`config.mk`:
```
export PLATFORM = sky130hd
export DESIGN_NAME = stopwatch_core
export DESIGN_NICKNAME = d
export VERILOG_FILES = /design/src/rtl/stopwatch_core.sv
export SDC_FILE = /design/constraint.sdc
export NUM_CORES = 1
export LEC_CHECK = 0
export BUFFER_PORTS_ARGS = -buffer_cell sky130_fd_sc_hd__buf_2
export CAP_MARGIN = 20
export CORE_MARGIN = 1.5
export CORE_UTILIZATION = 28
export CTS_CLUSTER_DIAMETER = 120
export CTS_CLUSTER_SIZE = 28
export DETAILED_ROUTE_END_ITERATION = 12
export GPL_TIMING_DRIVEN = 0
export MAX_ROUTING_LAYER = met4
export SYNTH_ARGS = -nofsm -noshare
export SYNTH_HDL_FRONTEND = slang
export SYNTH_SLANG_ARGS = --single-unit
```
`constraint.sdc`:
```
create_clock -name sclk -period 3.35 [get_ports sclk]
set_input_delay 0.1675 -clock sclk [delete_from_list [all_inputs] [get_ports sclk]]
set_output_delay 0.1675 -clock sclk [all_outputs]
set_load 0.02 [all_outputs]
```
`src/rtl/stopwatch_core.sv`:
```
// MM:SS stopwatch driven by divider square waves, with pause, per-field
// adjust and a 4-digit multiplexed seven-segment scan.
module stopwatch_core #(
  parameter int unsigned MAX_MIN = 59
) (
  input  logic       sclk,
  input  logic       rst_n,
  input  logic       clk_1hz,
  input  logic       clk_2hz,
  input  logic       clk_400hz,
  input  logic       pause_p,
  input  logic       adj,
  input  logic       sel,
  output logic [7:0] seg,
  output logic [3:0] an,
  output logic [1:0] state
);

  typedef enum logic [1:0] {
    S_RUN    = 2'b00,
    S_PAUSED = 2'b01,
    S_ADJUST = 2'b10
  } state_t;

  localparam logic [3:0] MAX_T = 4'(MAX_MIN / 10);
  localparam logic [3:0] MAX_O = 4'(MAX_MIN % 10);

  state_t     cur, nxt;
  logic       saved_paused, saved_nx;
  logic       clk_1hz_q, clk_2hz_q, clk_400hz_q;
  logic       tick_1hz, tick_2hz, tick_400hz;
  logic [3:0] min_tens, min_ones, sec_tens, sec_ones;
  logic [3:0] min_tens_inc, min_ones_inc, sec_tens_inc, sec_ones_inc;
  logic       sec_wrap;
  logic [1:0] idx;
  logic [3:0] digit;
  logic       blank;

  // History registers load the live inputs both in and out of reset, so
  // the reset branch collapses into the normal path.
  always_ff @(posedge sclk) begin
    clk_1hz_q   <= clk_1hz;
    clk_2hz_q   <= clk_2hz;
    clk_400hz_q <= clk_400hz;
  end

  assign tick_1hz   = clk_1hz   & ~clk_1hz_q;
  assign tick_2hz   = clk_2hz   & ~clk_2hz_q;
  assign tick_400hz = clk_400hz & ~clk_400hz_q;

  // Incremented field values with wrap
  always_comb begin
    sec_wrap     = (sec_tens == 4'd5) && (sec_ones == 4'd9);
    sec_ones_inc = sec_ones + 4'd1;
    sec_tens_inc = sec_tens;
    if (sec_ones == 4'd9) begin
      sec_ones_inc = '0;
      sec_tens_inc = (sec_tens == 4'd5) ? 4'd0 : sec_tens + 4'd1;
    end
    min_ones_inc = min_ones + 4'd1;
    min_tens_inc = min_tens;
    if ((min_tens == MAX_T) && (min_ones == MAX_O)) begin
      min_ones_inc = '0;
      min_tens_inc = '0;
    end else if (min_ones == 4'd9) begin
      min_ones_inc = '0;
      min_tens_inc = min_tens + 4'd1;
    end
  end

  // Next state and saved pause flag
  always_comb begin
    nxt      = cur;
    saved_nx = saved_paused;
    unique case (cur)
      S_RUN: begin
        if (adj) begin
          nxt      = S_ADJUST;
          saved_nx = pause_p;
        end else if (pause_p) begin
          nxt = S_PAUSED;
        end
      end
      S_PAUSED: begin
        if (adj) begin
          nxt      = S_ADJUST;
          saved_nx = ~pause_p;
        end else if (pause_p) begin
          nxt = S_RUN;
        end
      end
      S_ADJUST: begin
        if (!adj) nxt = saved_paused ? S_PAUSED : S_RUN;
      end
      default: nxt = S_RUN;
    endcase
  end

  // State register
  always_ff @(posedge sclk) begin
    if (!rst_n) begin
      cur          <= S_RUN;
      saved_paused <= 1'b0;
    end else begin
      cur          <= nxt;
      saved_paused <= saved_nx;
    end
  end

  // Time digits; ticks act under the pre-transition state
  always_ff @(posedge sclk) begin
    if (!rst_n) begin
      min_tens <= '0;
      min_ones <= '0;
      sec_tens <= '0;
      sec_ones <= '0;
    end else if ((cur == S_RUN) && tick_1hz) begin
      sec_tens <= sec_tens_inc;
      sec_ones <= sec_ones_inc;
      if (sec_wrap) begin
        min_tens <= min_tens_inc;
        min_ones <= min_ones_inc;
      end
    end else if ((cur == S_ADJUST) && tick_2hz) begin
      if (sel) begin
        sec_tens <= sec_tens_inc;
        sec_ones <= sec_ones_inc;
      end else begin
        min_tens <= min_tens_inc;
        min_ones <= min_ones_inc;
      end
    end
  end

  // Scan index
  always_ff @(posedge sclk) begin
    if (!rst_n)          idx <= '0;
    else if (tick_400hz) idx <= idx + 2'd1;
  end

  // Digit select and blink
  always_comb begin
    unique case (idx)
      2'd0:    digit = sec_ones;
      2'd1:    digit = sec_tens;
      2'd2:    digit = min_ones;
      default: digit = min_tens;
    endcase
    blank = (cur == S_ADJUST) && !clk_2hz && (sel ? !idx[1] : idx[1]);
  end

  function automatic logic [7:0] seg_enc(input logic [3:0] d);
    unique case (d)
      4'd0:    seg_enc = 8'hC0;
      4'd1:    seg_enc = 8'hF9;
      4'd2:    seg_enc = 8'hA4;
      4'd3:    seg_enc = 8'hB0;
      4'd4:    seg_enc = 8'h99;
      4'd5:    seg_enc = 8'h92;
      4'd6:    seg_enc = 8'h82;
      4'd7:    seg_enc = 8'hF8;
      4'd8:    seg_enc = 8'h80;
      4'd9:    seg_enc = 8'h90;
      default: seg_enc = 8'hFF;
    endcase
  endfunction

  // Registered display outputs
  always_ff @(posedge sclk) begin
    if (!rst_n) begin
      an  <= 4'b1110;
      seg <= 8'hC0;
    end else if (blank) begin
      an  <= '1;
      seg <= '1;
    end else begin
      an  <= ~(4'b0001 << idx);
      seg <= seg_enc(digit);
    end
  end

  assign state = cur;

endmodule

```
==> impl_metrics.py, run 1 <==
metrics = {
    "placed_design": {
        "placed_cell_area_um2": 2100,
        "numPortBuffers": 20,
        "dp.final_hpwl_um": 2950,
        "gp_congestion": 0.806,
        "dp_cells": 305,
    },
    "worst_hold_path": {
        "hp-class": "primary input to flop",
        "hp-start": "clk_2hz",
    },
    "timing": {
        "hold_violations": 0,
        "setup-violations-final": 0,
        "slew_violations": 0,
        "maxSlewHeadroom_pct": 64.8,
        "fmaxAchievable_mhz": 436,
        "tightest_slew_ps": 528,
        "finalCriticalPeriod_ps": 2300,
        "rsz0062_at_grt": "false",
        "fin_crit_sh_pct": 68.5,
        "fin_tns_setup_ps": 0,
        "skew_ps": 3.42,
    },
    "detailed_routing": {
        "via_per_inst": 5.07,
        "dr.pass1.iters": 9,
        "postRouteWirelength_um": 4030,
        "vias": 1596,
        "drt_iter0_drc": 104,
        "drcViolationCount": 2,
        "wl_per_cell_um": 12.8,
        "ant_nets": 0,
    },
    "cts": {
        "clock-root-buffer": "clkbuf_8",
        "cts.htree.levels": 2,
        "clkSinkCount": 35,
        "clkSlewWorstSetupHoldPaths_ps": 70,
        "cts_buffer_depth": 2,
        "cts_buffers": 5,
        "clkLatencyLatePin_ps": 290,
        "cts_tree": "done",
        "cts_resized": 0,
    },
    "critical_path": {
        "setup.worst_path.start": "idx[0]",
        "rrSetupSlack_ps": 1050,
        "crit_family": "compound AO/OA/AOI/OAI gates",
        "crit_slowest_cell": "dfxtp_1",
        "path_class": "flop to flop",
        "path_cells": "ha_1 > clkbuf_1 > a21oi_1 > a21oi_1 > inv_1 > ha_1 > inv_1 > o211ai_1 > o211ai_1 > a31oi_1",
        "r2r_start": "idx[0]",
        "slowest_delay_ps": 440,
        "cp_data_required_time_ps": 3500,
        "worst-path-buf-inv": 3,
        "cp-start-kind": "flop",
        "critPathCaptureType": "flop",
        "critPathMaxFanout": 8,
        "arrival_ps": 2450,
    },
    "logic_synthesis": {
        "synth_top_cell_area_share_pct": 36.9,
        "ys.flop_type": "dfxtp_1",
        "async_flop_share_pct": 0,
        "ys_top_cells_by_area": "dfxtp_1, ha_1, a21oi_1",
        "synth_top_cell_by_area": "dfxtp_1",
        "synth_common_cells": "dfxtp_1, a21oi_1, inv_1",
        "netlist-cell-type-count": 50,
        "synth_fp_nets": 230,
        "syn_avg_cell_area_um2": 9.14,
        "synth_edf_count": 0,
        "ys_seq_area_share_pct": 36.9,
        "synth_area_um2": 1900,
        "syn_inst": 208,
        "yosysWarnings": 0,
        "synth_most_common_cell": "dfxtp_1",
        "postSynthRegisterBits": 35,
    },
    "grt": {
        "grt_pass1_wl_um": 6910,
        "antenna_found_initial": 0,
        "grt_pass1_vias": 1435,
        "grt_max_degree": 12,
        "gr-total-overflow": 0,
        "grt_util_all_layers_pct": 12.3,
    },
    "floorplanning": {
        "die-area_um2": 7290,
        "num_rows": 29,
        "initial_core_util_pct": 29.4,
        "io_pins": 22,
        "core_um2": 6460,
        "die_x_um": 85.4,
        "die-height_um": 85.4,
    },
    "final_layout": {
        "final_cells": 315,
        "syn_to_final_growth_pct": 16.9,
        "finalNetCount": 259,
        "drive_gt1_share_pct": 17.6,
        "antennaDiodeCount": 0,
        "fin_area_um2": 2220,
    },
    "outcome": {
        "outcome": "finished with violations",
        "violations": "DRC",
    },
    "power_and_ir_drop": {
        "powerDensity_nw_per_um2": 399,
        "max-vdd-ir-drop_uv": 140,
        "p_leak_nw": 0.882,
    },
    "flow_run": {
        "drv_cap": 0,
    },
}
## power by group
group | internal, W | switching [W] | total [W]
sequential | 0.000431 | 0.00000947 | 0.000440
clock | 0.000187 | 0.000156 | 0.000343
combinational | 0.0000402 | 0.0000621 | 0.000102
total | 0.000658 | 0.000228 | 0.000885
## logic make-up after synthesis
family                     share of synthesized area [%]
other                                              0.197
and+or+nand+nor                                     19.1
DFF                                                 36.9
adders and majority gates                           9.22
muxes                                               4.81
xor gates and xnor gates                            1.84
buffers and inverters                               5.13
AOI/OAI and AO/OA                                   22.8
## per-stage QoR
step                      power [W]  setup slack (ps)  util [%]  hold slack, ps
final                      0.000885              1050      34.4            20.9
after global routing       0.000930               780      34.4            14.7
after CTS                  0.000896              1060      34.4            11.5
after detailed placement   0.000550              1070      32.5             286
after global placement     0.000549              1070      32.5             286
after floorplan            0.000520              1390         -             195
## cells in the final DEF, fill, tap and decap left out, drive strengths merged, types with 2 or more instances in the layout
cell type    netlist  routed
a21oi             19      19
a21o               2       2
nor3               4       4
clkbuf             5      12
nor4b              2       2
o21ai             11      11
nand2              7       7
ha                14      14
nor2b              6       6
nand2b             2       2
o211ai             7       7
or4                2       2
dlygate4sd3        0       2
inv               15      15
or4b               2       2
nand3             10      10
dfxtp             35      35
mux2i              8       8
o31ai              2       2
nor2              11      11
xnor2              4       4
buf                4      24
nand4              2       2
a211oi             2       2
a31oi              6       6
a22oi              3       3
nand3b             4       4
## metal layers
| metal | GRT usage [%] | vias to the layer above | share of wire [%] |
|---|---|---|---|
| li1 | - | 816 | - |
| met1 | 15.4 | 747 | 49 |
| met2 | 19.1 | 26 | 45 |
| met3 | 4.18 | 7 | 4.1 |
| met4 | 3.08 | 0 | 1.1 |
| met5 | - | - | 0 |
## state kept, by name, indices dropped and copies added, names as in the netlist, 2 cells and up
| name | flops |
|---|---|
| min_tens | 4 |
| sec_ones | 4 |
| min_ones | 4 |
| seg | 7 |
| an | 4 |
| sec_tens | 4 |
| idx | 2 |
| state | 2 |
## final timing paths
path,to,depth (start not counted)
setup / recovery,seg[3],10
hold / removal,clk_2hz_q,1
setup reg to reg,seg[3],10
hold reg to reg,min_tens[3],2
## what timing repair did
item	4_1_cts	5_1_grt
hold buffers	2	0
setup buffers	0	0
endpoints found under the setup margin	0	0
endpoints found under the hold margin	2	0
## area by class of cell
cell class,count,area (µm²)
clock buffer,7,96.3
inverter,15,56.3
multi-input combinational,149,1100
fill,661,4240
buffer,9,41.3
clock inverter,1,7.51
sequential,35,701
tap,77,96.3
timing repair buffer,22,120
(Power assumes the default switching activity.)
==> run 2, diff against run 1 <==
ABC_AREA = 1   (was unset)
clock period = 2.3 ns   (was 3.35 ns; I/O delays follow)
==> run 2 against run 1 <==
Clock power is 25% higher. Flip-flop and latch count is the same. First-iteration DRC count decreased by 36%. Critical endpoint unchanged. Area after synthesis up 5.7%. The flow now finishes without violations. Clock skew hardly changed. Register-to-register slack worse by 780 ps.
==> impl_metrics.py, run 2 <==
metrics = {
    "floorplanning": {
        "die_x_um": 87.7,
        "core_um2": 6870,
        "die-height_um": 87.7,
        "io_pins": 22,
        "die-area_um2": 7690,
        "num_rows": 30,
        "initial_core_util_pct": 29.3,
    },
    "cts": {
        "clkLatencyLatePin_ps": 290,
        "clock-root-buffer": "clkbuf_8",
        "cts_tree": "done",
        "cts_buffers": 5,
        "cts_buffer_depth": 2,
        "clkSinkCount": 35,
        "cts.htree.levels": 2,
        "cts_setup_buffers": 0,
        "clkSlewWorstSetupHoldPaths_ps": 70,
    },
    "logic_synthesis": {
        "syn_inst": 292,
        "synth-adder-area-share_pct": 8.72,
        "synth_compound_area_share_pct": 10.1,
        "synth_top_family_by_area": "simple AND/OR/NAND/NOR gates",
        "yosysWarnings": 0,
        "netlist-cell-type-count": 31,
        "synth_top_cell_by_area": "dfxtp_1",
        "muxShareOfSynthArea_pct": 0,
        "synth_edf_count": 0,
        "postSynthRegisterBits": 35,
        "synth_common_cells": "nand2_1, nor2_1, inv_1",
        "synth_most_common_cell": "nand2_1",
        "async_flop_share_pct": 0,
        "synth_top_cell_area_share_pct": 34.9,
        "synth_fp_nets": 314,
        "synth-simple-area-share_pct": 36.2,
        "ys.flop_type": "dfxtp_1",
        "ys_top_cells_by_area": "dfxtp_1, nand2_1, ha_1",
        "synth_area_um2": 2010,
        "synth-xor-area-share_pct": 1.74,
        "ys_seq_area_share_pct": 34.9,
        "syn_avg_cell_area_um2": 6.88,
    },
    "critical_path": {
        "worst_r2r_path_depth": 11,
        "critPathCaptureType": "flop",
        "rrSetupSlack_ps": 270,
        "crit_family": "adder cells",
        "cp-start-kind": "flop",
        "worst-path-buf-inv": 2,
        "r2r_start": "idx[0]",
        "arrival_ps": 2190,
        "slowest_delay_ps": 390,
        "crit_slowest_cell": "dfxtp_1",
        "critPathMaxFanout": 5,
        "rr_endpoint": "seg[3]",
        "cp_common_cell": "nor2_1",
        "path_cells": "inv_1 > ha_1 > nand2_1 > nand2_1 > o21ai_2 > inv_1 > ha_1 > nor2_1 > nor2_1 > nor2_1 > nor2_1",
        "cp_data_required_time_ps": 2460,
        "path_class": "flop to flop",
    },
    "timing": {
        "setup-violations-final": 0,
        "fin_tns_setup_ps": 0,
        "hold_violations": 0,
        "fmaxAchievable_mhz": 494,
        "skew_ps": 3.06,
        "fin_crit_sh_pct": 88.1,
        "slew_violations": 0,
        "finalCriticalPeriod_ps": 2030,
        "timing.hold.ws_ps": 103,
        "rsz0062_at_grt": "false",
        "fin_ws_ps": 274,
    },
    "final_layout": {
        "layout_commonest_cell": "nand2_1",
        "syn_to_final_growth_pct": 16.7,
        "multi_input_comb_area_um2": 1150,
        "final_cells": 418,
        "top_register": "seg",
        "antennaDiodeCount": 0,
        "final_cell_mix": "nand2_1, nor2_1, inv_1, dfxtp_1, buf_2",
        "drive_gt1_share_pct": 16.5,
        "post-route-util_pct": 34.1,
        "largest_register_ffs": 7,
        "fill_cells": 750,
        "seq_area_um2": 701,
        "finalNetCount": 343,
    },
    "placed_design": {
        "numPortBuffers": 19,
        "gp_congestion": 0.871,
        "dp_cells": 407,
        "dp.final_hpwl_um": 3260,
        "dp_slack_ps": 183,
    },
    "detailed_routing": {
        "postRouteWirelength_um": 4280,
        "vias": 1814,
        "ant_nets": 0,
        "wl_per_cell_um": 10.2,
        "drcViolationCount": 0,
        "via_per_inst": 4.34,
        "dr.pass1.iters": 5,
        "drt_iter0_drc": 67,
    },
    "grt": {
        "grt_pass1_wl_um": 7340,
        "grt_pass1_vias": 1657,
        "antenna_found_initial": 0,
        "grt_util_all_layers_pct": 12.8,
        "gr-total-overflow": 0,
        "grt_max_degree": 11,
    },
    "power_and_ir_drop": {
        "powerDensity_nw_per_um2": 535,
        "p_leak_nw": 1.09,
        "max-vdd-ir-drop_uv": 173,
    },
    "flow_run": {
        "drv_cap": 0,
    },
    "worst_hold_path": {
        "min_to": "state[1]",
        "hp-class": "primary input to flop",
        "hold_path_depth": 3,
        "hp-start": "adj",
    },
    "outcome": {
        "outcome": "complete, no violations",
    },
}
## run 2: cell types whose count changed after synthesis, sizes merged, moves of 3 or more
cell	change
inv	+23
nor2	+33
nor3	-3
a31oi	-6
o211ai	-6
nand3	+10
mux2i	-8
clkbuf	-4
a22oi	-3
nand2	+81
o21ai	+3
nand3b	-3
nor2b	-6
## run 2: through the flow
stage	power [W]	instance area [µm²]
2_1_floorplan	0.000786	2010
3_3_place_gp	0.000833	2220
3_5_place_dp	0.000835	2220
4_1_cts	0.00127	2340
5_1_grt	0.00133	2340
6_report	0.00125	2340
## run 2: power by group
part           leakage, nW  internal (W)  switching, W
registers            0.286      0.000630     0.0000162
logic                0.765     0.0000623      0.000118
clock network       0.0422      0.000212      0.000216
total                 1.09      0.000904      0.000350
## run 2: final cells by class
type / instances / area share, %
Inverter: 39 / 6.24
Timing Repair Buffer: 22 / 5.34
Tap cell: 96 / 5.12
Clock buffer: 7 / 3.26
Multi-Input combinational cell: 215 / 49.3
Sequential cell: 35 / 29.9
Clock inverter: 1 / 0.213
Buffer: 3 / 0.694
## run 2: how the worst max path moves through the flow
stage / start / endpoint / cells past startpoint
after global placement: idx[1] / seg[3] / 11
after global routing: idx[1] / seg[3] / 11
after detailed placement: idx[0] / seg[3] / 11
after CTS: idx[0] / seg[3] / 11
after floorplan: idx[1] / seg[3] / 11
final: idx[0] / seg[3] / 11
## run 2: logic make-up (layout without fill, tap and decap cells)
| group | Yosys count | after routing |
|---|---|---|
| adders and majority gates | 14 | 14 |
| other | 1 | 1 |
| buffers and inverters | 42 | 72 |
| and+or+nand+nor | 160 | 160 |
| xor gates and xnor gates | 4 | 4 |
| DFF | 35 | 35 |
| AOI/OAI and AO/OA | 36 | 36 |
## run 2: repair_timing
action	CTS	global route
endpoints found under the setup margin	0	2
resized for setup	0	3
hold buffers	3	0
endpoints found under the hold margin	3	0
## run 2: worst reg2reg max path, stage by stage, from the launching register on
cell	delay [ps]
dfxtp_1	390
inv_1	110
ha_1	270
nand2_1	100
nand2_1	70
o21ai_2	230
inv_1	110
ha_1	290
nor2_1	140
nor2_1	60
nor2_1	80
nor2_1	40
## run 2: routing by layer
metal | vias to the layer above | GRT usage (%) | routed length [µm]
li1 | 968 | - | -
met1 | 809 | 15.5 | 2150
met2 | 31 | 20.7 | 1930
met3 | 6 | 3.11 | 129
met4 | 0 | 4.33 | 66
met5 | - | - | 0
